[config.mk]
export PLATFORM = sky130hd
export DESIGN_NAME = run_length_detector
export DESIGN_NICKNAME = d
export VERILOG_FILES = /design/src/rtl/run_length_detector.sv
export SDC_FILE = /design/constraint.sdc
export NUM_CORES = 1
export LEC_CHECK = 0
export CORE_MARGIN = 2
export CORE_UTILIZATION = 51
export DETAILED_ROUTE_END_ITERATION = 8
export PLACE_DENSITY = 0.78
export SYNTH_ARGS = -nofsm -noshare
export SYNTH_HDL_FRONTEND = slang
export SYNTH_SLANG_ARGS = --single-unit
export TNS_END_PERCENT = 1
[constraint.sdc]
create_clock -name clk -period 2.4 [get_ports clk]
set_input_delay 0.24 -clock clk [delete_from_list [all_inputs] [get_ports clk]]
set_output_delay 0.24 -clock clk [all_outputs]
set_load 0.05 [all_outputs]
[src/rtl/run_length_detector.sv]
// Serial run detector: flags RUN_LEN consecutive matching samples, with selectable
// polarity, level/pulse output, saturating live run length and a wrapping event count.
module run_length_detector #(
   parameter int RUN_LEN = 3,
   parameter int CNT_W   = 8,
   parameter int DET_W   = 16
) (
   input  logic             clk,
   input  logic             rst_b,
   input  logic             en,
   input  logic             stream,
   input  logic             polarity,
   input  logic             pulse_mode,
   input  logic             clear,
   output logic             bingo,
   output logic [CNT_W-1:0] run_len,
   output logic [DET_W-1:0] det_count
);

   typedef enum logic [1:0] {S_IDLE, S_RUN, S_HIT} state_t;

   localparam logic [CNT_W-1:0] CNT_MAX = {CNT_W{1'b1}};
   localparam logic [CNT_W-1:0] CNT_ONE = CNT_W'(1);
   localparam logic [CNT_W-1:0] RUN_M1  = CNT_W'(RUN_LEN - 1);
   localparam logic [CNT_W-1:0] RUN_TGT = CNT_W'(RUN_LEN);
   localparam logic [DET_W-1:0] DET_ONE = DET_W'(1);

   function automatic logic [CNT_W-1:0] sat_inc(input logic [CNT_W-1:0] v);
      return (v == CNT_MAX) ? v : v + CNT_ONE;
   endfunction

   function automatic state_t state_of(input logic [CNT_W-1:0] c);
      if (c == '0)
         return S_IDLE;
      else if (c < RUN_TGT)
         return S_RUN;
      else
         return S_HIT;
   endfunction

   logic             match;
   logic             hit_nxt;
   logic [CNT_W-1:0] cnt;
   logic [CNT_W-1:0] cnt_nxt;
   logic             hit;
   state_t           state;

   assign match   = en & (stream ^ polarity);
   assign cnt_nxt = match ? sat_inc(cnt) : '0;
   // Saturation keeps cnt from revisiting RUN_LEN-1 inside one run, so a run hits once.
   assign hit_nxt = match & (cnt == RUN_M1);

   always_ff @(posedge clk or negedge rst_b) begin
      if (!rst_b) begin
         cnt       <= '0;
         hit       <= 1'b0;
         det_count <= '0;
         state     <= S_IDLE;
      end else if (clear) begin
         cnt       <= '0;
         hit       <= 1'b0;
         det_count <= '0;
         state     <= S_IDLE;
      end else if (en) begin
         cnt   <= cnt_nxt;
         hit   <= hit_nxt;
         state <= state_of(cnt_nxt);
         if (hit_nxt)
            det_count <= det_count + DET_ONE;
      end else begin
         hit <= 1'b0;
      end
   end

   assign run_len = cnt;
   assign bingo   = pulse_mode ? hit : (state == S_HIT);

endmodule
==> impl_metrics.tcl <==
set metrics [dict create \
    cts-hold-fix-buffers 0 \
    final_cell_count_no_fill 249 \
    internal_power_mw 0.5532 \
    worstSetupEndpointType "output pin" \
    grt_setup_unrepaired "false" \
    outcome "completed" \
    final_antenna_net_count 0 \
    max_slew_margin_pct 65.30 \
    cts_repair_resize_count 0 \
    io-pin-count 32 \
    finalCoreUtilization_pct 64.18 \
    worstSetupStartpointType "register" \
    total_global_routing_overflow 0 \
    fmaxAchievable_ghz 0.4711 \
    first_pass_grt_wire_length_um 6223 \
    worst_path_top_cell_family_by_delay "buffers and inverters" \
    post-route-min-period_ns 2.123 \
    core_mm2 0.003053 \
    ys_types 41 \
    yosysTopAreaCell "dfrtp_1" \
    ys_async_sr_fraction_pct 100.0 \
    antenna_violations_before_repair 0 \
    route.final.wire_length_um 3628 \
    power_frac_comb_pct 10.9 \
    critPathKind "reg -> out" \
    tritoncts "yes" \
    postSynthCellCount 182 \
    count_of_standard_cell_rows 20 \
    yosys_warnings 0 \
    worst_skew_pair.late_latency_ns 0.33 \
    cts_made_buffers 3 \
    die_area_mm2 0.003683 \
    final_common_cell "clkdlybuf4s50_1" \
    timing.clock.skew_ns 0.01383 \
    finish.instance_area_mm2 0.001959 \
    dp.final_hpwl_um 2644 \
    cts.sinks 27 \
    setup_slack_ns 0.2775 \
    syn_to_final_growth_pct 19.54 \
    synthesis.area_per_instance_um2 9.006 \
    ys_ff_latch 27 \
    static-leakage-power_nw 0.7776 \
    cts_setup_buffers 0 \
    min_path_type "in -> async" \
    switching_share_pct 26.20 \
    dr_total_vias 1429 \
    ys_seq_area_share_pct 41.22 \
    path_cells "clkdlybuf4s50_1" \
    numPlacedInstances 245 \
    drive_gt1_share_pct 5.366 \
    cp_num_cells 1 \
    cp_num_buf_inv 1 \
    main_area_contributors_after_synthesis "dfrtp_1 (41%), xor2_1 (6.9%), nor2_1 (6.0%)" \
    max_stage_delay_on_crit_path_ns 0.89 \
    timing_max_transition_violations_final 0 \
    preCtsSetupSlack_ns 0.3685 \
    final-setup-viol-count 0 \
    antennaDiodeCount 0 \
    synth_fp_nets 192 \
    worst-endpoint-required_ns 2.16 \
    cts_buffer_depth 2 \
    drt-wirelength-per-cell_um 14.57 \
    worst-slew-pin-transition_ns 0.5189 \
    globalplace.congestion 0.9483 \
    postPlaceCellArea_mm2 0.001929 \
    layout_common_cells "clkdlybuf4s50_1 (31), dfrtp_1 (27), nor2_1 (26)" \
    cellPowerDensity_mw_per_mm2 382.5 \
    floorplan.initialDensity_pct 53.69 \
    global_routing_usage_summed_across_all_routing_layers_pct 22.26 \
    drt_pre_antenna_iters 4 \
    critical_path_arrival_ns 1.88 \
    pwr-share-seq_pct 61.9 \
    clockRootBuffer "clkbuf_4" \
    filler_cell_count 290 \
    port-buffer-count 31 \
    synthFlopType "dfrtp_1" \
    critical_path.slowest_cell "clkdlybuf4s50_1" \
    clockPowerShare_pct 27.2 \
    cts.htree.levels 1 \
    drt_first_iter_violations 91 \
    worst_ir_drop_vdd_v 0.0002347 \
    synth-edff-count 0 \
    die-height_um 60.69 \
    clk_pin_slew_ns 0.16 \
    vias_per_cell 5.739 \
    max-cap-violations 0 \
    post-route-drc-count 0 \
    critical_path.max_fanout 14 \
    final-hold-violation-count 0 \
    netlist_area_mm2 0.001639 \
    grt_pass1_vias 1362 \
    setup_tns_ns 0 \
    r2r.worst_path.cells 6 \
    area_share_of_the_largest_cell_type_after_synthesis_pct 41.22 \
    grt_max_degree 28 \
    total_switching_power_mw 0.1964 \
    nNetsFinal 216 \
    finalCritPeriodShare_pct 88.44 \
    die-width_um 60.69 \
]
==> power groups by stage <==
stage	combinational, mW	clock (mW)	sequential, mW
floorplan	0.0419	0	0.478
global placement	0.0807	0	0.472
detailed placement	0.0826	0	0.472
CTS	0.0825	0.209	0.464
global route	0.0903	0.230	0.465
finish	0.0814	0.204	0.464
==> cells by family (layout without fill, tap and decap cells) <==
| family | count (synthesis) | in the layout | share of synthesized area (%) |
|---|---|---|---|
| simple gates | 90 | 90 | 29.39 |
| flops | 27 | 27 | 41.22 |
| compound gates | 25 | 25 | 10.46 |
| xor+xnor | 18 | 18 | 9.618 |
| buf+inv | 18 | 41 | 6.412 |
| fa+ha+maj | 3 | 3 | 2.290 |
| mux | 1 | 1 | 0.6107 |
==> final cells by class <==
class	instances	area, um^2	area share [%]
timing repair buffer	33	325.3	16.60
clock buffer	3	22.52	1.149
clock inverter	1	7.507	0.3831
inverter	4	15.01	0.7663
tap	44	55.05	2.810
sequential	27	675.6	34.48
multi-input combinational	137	858.3	43.81
==> path summary, 6_finish.rpt <==
kind | start | to | slack, ns
max | run_len[3]$_DFFE_PN0P_ | run_len[3] | 0.28
min | rst_b | det_count[2]$_DFFE_PN0P_ | 0.26
max reg2reg | run_len[0]$_DFFE_PN0P_ | state[1]$_DFFE_PN0P_ | 0.35
min reg2reg | state[0]$_DFFE_PN0P_ | state[0]$_DFFE_PN0P_ | 0.51
max in group asynchronous | rst_b | run_len[2]$_DFFE_PN0P_ | 1.88
min in group clk | state[0]$_DFFE_PN0P_ | state[0]$_DFFE_PN0P_ | 0.51
==> per-layer routing <==
layer  vias up  GRT usage [%]  wire, um
met1       679          32.44      1736
met4         0          7.143        31
met2        54          35.18      1671
met5         -              0         0
met3         4          1.919       189
li1        692              -         -
==> flip-flops by register name, indices dropped and copies added, names as in the netlist <==
| register | cells |
|---|---|
| run_len | 8 |
| hit | 1 |
| det_count | 16 |
| state | 2 |
==> per-stage QoR <==
stage / hold slack [ns] / power (mW)
after floorplan: -0.05559 / 0.5196
after global placement: 0.4613 / 0.5529
after detailed placement: 0.4789 / 0.5548
after CTS: 0.2632 / 0.7554
after global routing: 0.2735 / 0.7851
final: 0.2559 / 0.7496
==> Yosys cell counts, drive strengths merged, types with 2 or more instances <==
library cell / count
a211oi: 2
a21oi: 7
a311oi: 3
a31oi: 3
and2: 3
and3: 4
and4: 5
buf: 9
clkbuf: 5
dfrtp: 27
ha: 3
inv: 3
nand2: 12
nand3: 11
nand4: 8
nor2: 27
nor3: 9
nor3b: 3
nor4: 3
o21ai: 4
o31a: 2
or3: 2
xnor2: 5
xor2: 13
Note: power is estimated with default switching activity, not from simulation.
